[src/rtl/mul_div_unit_if.sv]
`default_nettype none
// ============================================================================
//  Module      : mul_div_unit_if
//  Description : Request/result bundle between EX-stage control and the
//                iterative multiply/divide unit.
//  Revision    : 1.0 - initial release
// ============================================================================
interface mul_div_unit_if #(
  parameter int WIDTH = 32
);
  logic             Start;
  logic [1:0]       MDOp;
  logic [WIDTH-1:0] A;
  logic [WIDTH-1:0] B;
  logic             Busy;
  logic             Done;
  logic             WEHI;
  logic             WELO;
  logic [WIDTH-1:0] HiRe;
  logic [WIDTH-1:0] LoRe;

  modport master (
    output Start, MDOp, A, B,
    input  Busy, Done, WEHI, WELO, HiRe, LoRe
  );

  modport slave (
    input  Start, MDOp, A, B,
    output Busy, Done, WEHI, WELO, HiRe, LoRe
  );
endinterface
`default_nettype wire

[src/rtl/mul_div_unit.sv]
`default_nettype none
// ============================================================================
//  Module      : mul_div_unit
//  Description : Iterative MULT/MULTU/DIV/DIVU unit producing HI/LO results.
//                One shift-add / restoring shift-subtract step per clock on
//                operand magnitudes, sign fix-up on the last step.
//                Optional macro MULDIV_FAST_MUL_EN: multiplies complete in a
//                single edge through a combinational multiplier.
//  Revision    : 1.0 - initial release
// ============================================================================
module mul_div_unit #(
  parameter int WIDTH = 32,
  parameter int CNT_W = 6
) (
  input wire            Clk,
  input wire            Reset,
  mul_div_unit_if.slave bus
);

  typedef enum logic [1:0] {
    IDLE = 2'd0,
    CALC = 2'd1,
    FIN  = 2'd2
  } state_t;

  localparam logic [CNT_W-1:0] c_last = CNT_W'(WIDTH - 1);

  state_t             r_state, w_state_nxt;
  logic [CNT_W-1:0]   r_cnt, w_cnt_nxt;
  logic               r_is_div, w_is_div_nxt;
  logic               r_neg_res, w_neg_res_nxt;   // product / quotient negative
  logic               r_neg_rem, w_neg_rem_nxt;   // remainder negative
  logic [WIDTH-1:0]   r_opnd, w_opnd_nxt;         // multiplicand or divisor magnitude
  logic [WIDTH-1:0]   r_acc_hi, w_acc_hi_nxt;     // product high half or partial remainder
  logic [WIDTH-1:0]   r_acc_lo, w_acc_lo_nxt;     // multiplier/product low or dividend/quotient
  logic               r_busy, w_busy_nxt;
  logic               r_done, w_done_nxt;
  logic [WIDTH-1:0]   r_hi_re, w_hi_re_nxt;
  logic [WIDTH-1:0]   r_lo_re, w_lo_re_nxt;

  // Operand magnitudes and sign flags at request time
  logic             w_a_neg, w_b_neg;
  logic [WIDTH-1:0] w_a_mag, w_b_mag;
  logic             w_accept;

  assign w_a_neg  = ~bus.MDOp[0] & bus.A[WIDTH-1];
  assign w_b_neg  = ~bus.MDOp[0] & bus.B[WIDTH-1];
  assign w_a_mag  = w_a_neg ? -bus.A : bus.A;
  assign w_b_mag  = w_b_neg ? -bus.B : bus.B;
  // A request is only taken when no operation is iterating
  assign w_accept = bus.Start && (r_state != CALC);

  // Multiply step: conditional add into the high half, then shift the pair right
  logic [WIDTH:0]   w_mul_sum;
  logic [WIDTH-1:0] w_mul_hi, w_mul_lo;
  assign w_mul_sum = {1'b0, r_acc_hi} + (r_acc_lo[0] ? {1'b0, r_opnd} : {(WIDTH+1){1'b0}});
  assign w_mul_hi  = w_mul_sum[WIDTH:1];
  assign w_mul_lo  = {w_mul_sum[0], r_acc_lo[WIDTH-1:1]};

  // Divide step: shift next dividend bit into the remainder, subtract if it fits.
  // When it fits the true difference is below the divisor, so WIDTH bits suffice.
  logic [WIDTH:0]   w_rem_sh;
  logic [WIDTH-1:0] w_rem_diff;
  logic             w_fits;
  logic [WIDTH-1:0] w_div_hi, w_div_lo;
  assign w_rem_sh   = {r_acc_hi, r_acc_lo[WIDTH-1]};
  assign w_rem_diff = w_rem_sh[WIDTH-1:0] - r_opnd;
  assign w_fits     = (w_rem_sh >= {1'b0, r_opnd});
  assign w_div_hi   = w_fits ? w_rem_diff : w_rem_sh[WIDTH-1:0];
  assign w_div_lo   = {r_acc_lo[WIDTH-2:0], w_fits};

  logic [WIDTH-1:0]   w_step_hi, w_step_lo;
  logic [2*WIDTH-1:0] w_prod_neg;
  logic [WIDTH-1:0]   w_fix_hi, w_fix_lo;
  assign w_step_hi  = r_is_div ? w_div_hi : w_mul_hi;
  assign w_step_lo  = r_is_div ? w_div_lo : w_mul_lo;
  assign w_prod_neg = -{w_step_hi, w_step_lo};
  // Product negated as a whole; quotient truncates toward zero, remainder follows dividend
  assign w_fix_hi = r_is_div ? (r_neg_rem ? -w_step_hi : w_step_hi)
                             : (r_neg_res ? w_prod_neg[2*WIDTH-1:WIDTH] : w_step_hi);
  assign w_fix_lo = r_is_div ? (r_neg_res ? -w_step_lo : w_step_lo)
                             : (r_neg_res ? w_prod_neg[WIDTH-1:0] : w_step_lo);

`ifdef MULDIV_FAST_MUL_EN
  // Sign-extend to 2*WIDTH so one unsigned multiply serves both MULT and MULTU
  logic [2*WIDTH-1:0] w_fast_prod;
  assign w_fast_prod = {{WIDTH{w_a_neg}}, bus.A} * {{WIDTH{w_b_neg}}, bus.B};
`endif

  // Next-state, datapath and registered-output computation
  always_comb begin
    w_state_nxt   = r_state;
    w_cnt_nxt     = r_cnt;
    w_is_div_nxt  = r_is_div;
    w_neg_res_nxt = r_neg_res;
    w_neg_rem_nxt = r_neg_rem;
    w_opnd_nxt    = r_opnd;
    w_acc_hi_nxt  = r_acc_hi;
    w_acc_lo_nxt  = r_acc_lo;
    w_busy_nxt    = 1'b0;
    w_done_nxt    = 1'b0;
    w_hi_re_nxt   = r_hi_re;
    w_lo_re_nxt   = r_lo_re;

    case (r_state)
      CALC: begin
        w_acc_hi_nxt = w_step_hi;
        w_acc_lo_nxt = w_step_lo;
        w_cnt_nxt    = r_cnt + CNT_W'(1);
        if (r_cnt == c_last) begin
          w_state_nxt = FIN;
          w_done_nxt  = 1'b1;
          w_hi_re_nxt = w_fix_hi;
          w_lo_re_nxt = w_fix_lo;
        end else begin
          w_busy_nxt = 1'b1;
        end
      end
      default: w_state_nxt = IDLE;
    endcase

    if (w_accept) begin
      w_state_nxt   = CALC;
      w_busy_nxt    = 1'b1;
      w_cnt_nxt     = '0;
      w_is_div_nxt  = bus.MDOp[1];
      w_neg_res_nxt = w_a_neg ^ w_b_neg;
      w_neg_rem_nxt = w_a_neg;
      w_acc_hi_nxt  = '0;
      w_acc_lo_nxt  = bus.MDOp[1] ? w_a_mag : w_b_mag;
      w_opnd_nxt    = bus.MDOp[1] ? w_b_mag : w_a_mag;
`ifdef MULDIV_FAST_MUL_EN
      if (!bus.MDOp[1]) begin
        w_state_nxt = FIN;
        w_busy_nxt  = 1'b0;
        w_done_nxt  = 1'b1;
        w_hi_re_nxt = w_fast_prod[2*WIDTH-1:WIDTH];
        w_lo_re_nxt = w_fast_prod[WIDTH-1:0];
      end
`endif
    end
  end

  // State, datapath and output registers with asynchronous clear
  always_ff @(posedge Clk or posedge Reset) begin
    if (Reset) begin
      r_state   <= IDLE;
      r_cnt     <= '0;
      r_is_div  <= 1'b0;
      r_neg_res <= 1'b0;
      r_neg_rem <= 1'b0;
      r_opnd    <= '0;
      r_acc_hi  <= '0;
      r_acc_lo  <= '0;
      r_busy    <= 1'b0;
      r_done    <= 1'b0;
      r_hi_re   <= '0;
      r_lo_re   <= '0;
    end else begin
      r_state   <= w_state_nxt;
      r_cnt     <= w_cnt_nxt;
      r_is_div  <= w_is_div_nxt;
      r_neg_res <= w_neg_res_nxt;
      r_neg_rem <= w_neg_rem_nxt;
      r_opnd    <= w_opnd_nxt;
      r_acc_hi  <= w_acc_hi_nxt;
      r_acc_lo  <= w_acc_lo_nxt;
      r_busy    <= w_busy_nxt;
      r_done    <= w_done_nxt;
      r_hi_re   <= w_hi_re_nxt;
      r_lo_re   <= w_lo_re_nxt;
    end
  end

  assign bus.Busy = r_busy;
  assign bus.Done = r_done;
  assign bus.WEHI = r_done;
  assign bus.WELO = r_done;
  assign bus.HiRe = r_hi_re;
  assign bus.LoRe = r_lo_re;

endmodule
`default_nettype wire

[src/flat_wrapper.sv]
// flat-port wrapper written by rule: the top's interface ports become plain ports
module mul_div_unit_flat 
#(
  parameter int WIDTH = 32,
  parameter int CNT_W = 6
)
  (Clk, Reset, bus_Start, bus_MDOp, bus_A, bus_B, bus_Busy, bus_Done, bus_WEHI, bus_WELO, bus_HiRe, bus_LoRe);
  mul_div_unit_if #(.WIDTH(WIDTH)) bus_i ();
  input wire Clk;
  input wire Reset;
  input wire logic [$bits(bus_i.Start)-1:0] bus_Start;
  input wire logic [$bits(bus_i.MDOp)-1:0] bus_MDOp;
  input wire logic [$bits(bus_i.A)-1:0] bus_A;
  input wire logic [$bits(bus_i.B)-1:0] bus_B;
  output wire logic [$bits(bus_i.Busy)-1:0] bus_Busy;
  output wire logic [$bits(bus_i.Done)-1:0] bus_Done;
  output wire logic [$bits(bus_i.WEHI)-1:0] bus_WEHI;
  output wire logic [$bits(bus_i.WELO)-1:0] bus_WELO;
  output wire logic [$bits(bus_i.HiRe)-1:0] bus_HiRe;
  output wire logic [$bits(bus_i.LoRe)-1:0] bus_LoRe;
  assign bus_i.Start = bus_Start;
  assign bus_i.MDOp = bus_MDOp;
  assign bus_i.A = bus_A;
  assign bus_i.B = bus_B;
  assign bus_Busy = bus_i.Busy;
  assign bus_Done = bus_i.Done;
  assign bus_WEHI = bus_i.WEHI;
  assign bus_WELO = bus_i.WELO;
  assign bus_HiRe = bus_i.HiRe;
  assign bus_LoRe = bus_i.LoRe;
  mul_div_unit #(.WIDTH(WIDTH), .CNT_W(CNT_W)) u_core (.Clk(Clk), .Reset(Reset), .bus(bus_i));
endmodule
[config.mk]
export PLATFORM = sky130hd
export DESIGN_NAME = mul_div_unit_flat
export DESIGN_NICKNAME = d
export VERILOG_FILES = /design/src/rtl/mul_div_unit_if.sv /design/src/rtl/mul_div_unit.sv /design/src/flat_wrapper.sv
export SDC_FILE = /design/constraint.sdc
export NUM_CORES = 1
export LEC_CHECK = 0
export BUFFER_PORTS_ARGS = -buffer_cell sky130_fd_sc_hd__buf_2
export CAP_MARGIN = 20
export CORE_MARGIN = 5
export CORE_UTILIZATION = 30
export CTS_BUF_LIST = sky130_fd_sc_hd__clkbuf_4 sky130_fd_sc_hd__clkbuf_8 sky130_fd_sc_hd__clkbuf_16
export CTS_CLUSTER_DIAMETER = 200
export DETAILED_ROUTE_END_ITERATION = 10
export GPL_TIMING_DRIVEN = 0
export HOLD_SLACK_MARGIN = 0.03
export MAX_ROUTING_LAYER = met4
export PLACE_DENSITY = 0.58
export SLEW_MARGIN = 25
export SYNTH_ARGS = -nofsm -noshare
export SYNTH_HDL_FRONTEND = slang
export SYNTH_SLANG_ARGS = --single-unit
[constraint.sdc]
create_clock -name Clk -period 6.3 [get_ports Clk]
set_input_delay 1.26 -clock Clk [delete_from_list [all_inputs] [get_ports Clk]]
set_output_delay 1.26 -clock Clk [all_outputs]
set_load 0.02 [all_outputs]
==> flow_summary.toml <==
[run_status]
status = "finished clean"

[clocking]
path_clk_slew_ns = 0.07
clockRootBuffer = "clkbuf_16"
cts_tree = "done"
cts_inserted_buffers = 17
clk_latency_ns = 0.46
clock_sinks = 173
htreeDepth = 4
clk_path_buf_depth = 2

[timing]
layout_setup_ws_ns = 0.342
slew_violations = 0
rsz0062_at_grt = "no"
hold_viol = 0
slew_headroom = 0.350
fin_crit_ns = 5.96
holdWs_ns = 0.481
max_freq_mhz = 168
period_share = 0.946
tightestPinTransition_ns = 0.974
final-setup-viol-count = 0
clock_skew_ns = 0.0162

[cells_and_area]
mostFrequentLayoutCells = "nand2_1 (244), o21ai_0 (204), a21oi_1 (177), dfrtp_1 (173), nor2_1 (156)"
fin_nets = 2335
drive_gt1_frac = 0.114
fillers = 5493
final_common_cell = "nand2_1"
areaGrowthSynthToFinish_pct = 14.3

[setup_path]
crit_fanout = 10
start_kind = "register"
worstSetupPathType = "reg -> reg"
cp-end-kind = "register"
cp_data_arrival_time_ns = 6.30
cp.required_ns = 6.64

[grt]
grt_start_max_net_pins = 100
antenna_found_initial = 0
grt_pass1_vias = 15700
grt_overflow_total = 0
grtUsageTotal = 0.223
grt_pass1_wl_mm = 96.0

[floorplanning]
fp-row-count = 83
coreArea_sq_um = 51400
dieArea_sq_um = 56700
fp.dieH_um = 238
io_pins = 137
dieWidth_um = 238
start_util = 0.304

[drt]
postRouteAntennaNets = 0
remaining_drc_errors = 0
drt-total-wl_mm = 62.8
drt-initial-drc-count = 1643
wl_per_cell_um = 21.8
vias = 16400
viasPerCell = 5.69
firstDrtPassIters = 6

[placement]
pre_cts_slack_ns = -0.684
io_buffer_count = 134
dp_hpwl_mm = 52.0
place_congestion = 0.964

[logic_synthesis]
syn_area_per_cell_sq_um = 7.68
yosysSeqAreaShare = 0.277
yosysUniqueCellTypes = 93
yosys_register_bits = 173
synth_top_area_frac = 0.277
yosysTopAreaCell = "dfrtp_1"
synth_area_sq_um = 15600
synthTopCellsByArea = "dfrtp_1 (28%), o21ai_0 (6.6%), nand2_1 (5.9%)"
yosysWarningCount = 0
synth_flop_cell = "dfrtp_1"
synth_fp_nets = 2172
async_flop_share = 1.00
synthCells = 2032
synth-edff-count = 0

[hold_path]
hold_path_class = "reg -> reg"

[run]
cap_violations = 0
## layer usage
metal | part of all wire | GRT usage | up-vias
met5 | 0 | - | -
met4 | 0.030 | 0.0617 | 0
met3 | 0.065 | 0.0299 | 92
met2 | 0.46 | 0.353 | 674
met1 | 0.44 | 0.301 | 7969
li1 | - | - | 7705
## final timing paths
path / start / end / slack [ns] / depth (start not counted)
setup / recovery: u_core.r_acc_hi[7]$_DFFE_PP0P_ / u_core.bus.HiRe[24]$_DFFE_PP0P_ / 0.34 / 21
setup reg to reg: u_core.r_acc_hi[7]$_DFFE_PP0P_ / u_core.bus.HiRe[24]$_DFFE_PP0P_ / 0.34 / 21
max in group asynchronous: Reset / u_core.bus.HiRe[0]$_DFFE_PP0P_ / 4.52 / 3
hold reg to reg: u_core.bus.HiRe[15]$_DFFE_PP0P_ / u_core.bus.HiRe[15]$_DFFE_PP0P_ / 0.48 / 2
hold / removal: u_core.bus.HiRe[15]$_DFFE_PP0P_ / u_core.bus.HiRe[15]$_DFFE_PP0P_ / 0.48 / 2
min in group asynchronous: Reset / u_core.r_opnd[14]$_DFFE_PP0P_ / 0.86 / 2
## stage by stage
step           setup TNS (ns)   util  cells  area [sq um]
2_1_floorplan               0      -   2032         15600
5_1_grt                     0  0.347   2886         17800
3_5_place_dp            -2.45  0.334   2847         17200
6_report                    0  0.347   2887         17800
4_1_cts                     0  0.345   2877         17800
3_3_place_gp          -302.53  0.333   2846         17100
## sequential cells by signal (all words and copies together), names as in the netlist
name,flops
u_core.bus.HiRe,32
u_core.bus.LoRe,32
u_core.r_acc_hi,32
u_core.r_acc_lo,32
u_core.r_opnd,32
u_core.r_cnt,6
u_core.r_state,2
u_core.bus.Busy,1
u_core.bus.Done,1
u_core.r_is_div,1
u_core.r_neg_rem,1
u_core.r_neg_res,1
## kinds of logic (layout without fill, tap and decap cells)
kind of cell	after synthesis	count (layout)	synth area share
simple gates	704	704	0.218
xor+xnor	152	152	0.0853
flops	173	173	0.277
other cells	0	1	0
fa+ha+maj	71	71	0.0579
compound gates	672	672	0.272
buf+inv	200	374	0.0503
mux	60	60	0.0395
## layout make-up
class,instances,area [sq um],area share
antenna,1,2.50,0.000140
clock buffer,17,425,0.0238
timing repair buffer,147,788,0.0442
tap,680,851,0.0477
buffer,116,469,0.0263
inverter,81,312,0.0175
clock inverter,13,128,0.00715
multi-input combinational,1659,10500,0.591
sequential,173,4330,0.243
## Yosys cell counts, drive strengths merged (15+ instances only)
cell type	count
dfrtp	173
a211oi	59
nand3	64
a21o	24
nor2	156
nand2b	16
buf	30
a31oi	25
nor4	15
mux2i	47
nand4	29
o21ai	214
o31ai	30
o21a	17
nor3	51
clkbuf	89
nand2	245
xnor2	86
a21oi	180
or3	16
o211ai	19
ha	69
inv	81
and2	40
xor2	66
## critical path: stages (launching register included)
cell and delay, ns:
dfrtp_1 0.49, ha_1 0.33, buf_2 0.17, a21oi_1 0.20, o21a_2 0.23, o2bb2ai_2 0.15, o31ai_4 0.44, nand3_4 0.23
buf_4 0.27, mux2i_4 0.26, ha_2 0.26, o2111ai_1 0.18, nor2_1 0.22, nand2_1 0.18, or4_1 0.51, or3_1 0.40
nand2_2 0.15, o21ai_1 0.13, or2_2 0.39, o21bai_1 0.18, xnor2_1 0.16, mux2_2 0.28
## repair_timing
action / 4_1_cts / 5_1_grt
gates resized for setup: 4 / 6
endpoints found under the setup margin: 12 / 5
hold buffers: 0 / 0
setup buffers: 1 / 11
pin swaps: 1 / 3
Power is not shown: default switching activity piles up to over one toggle a cycle in this logic, so the estimate is an artifact.
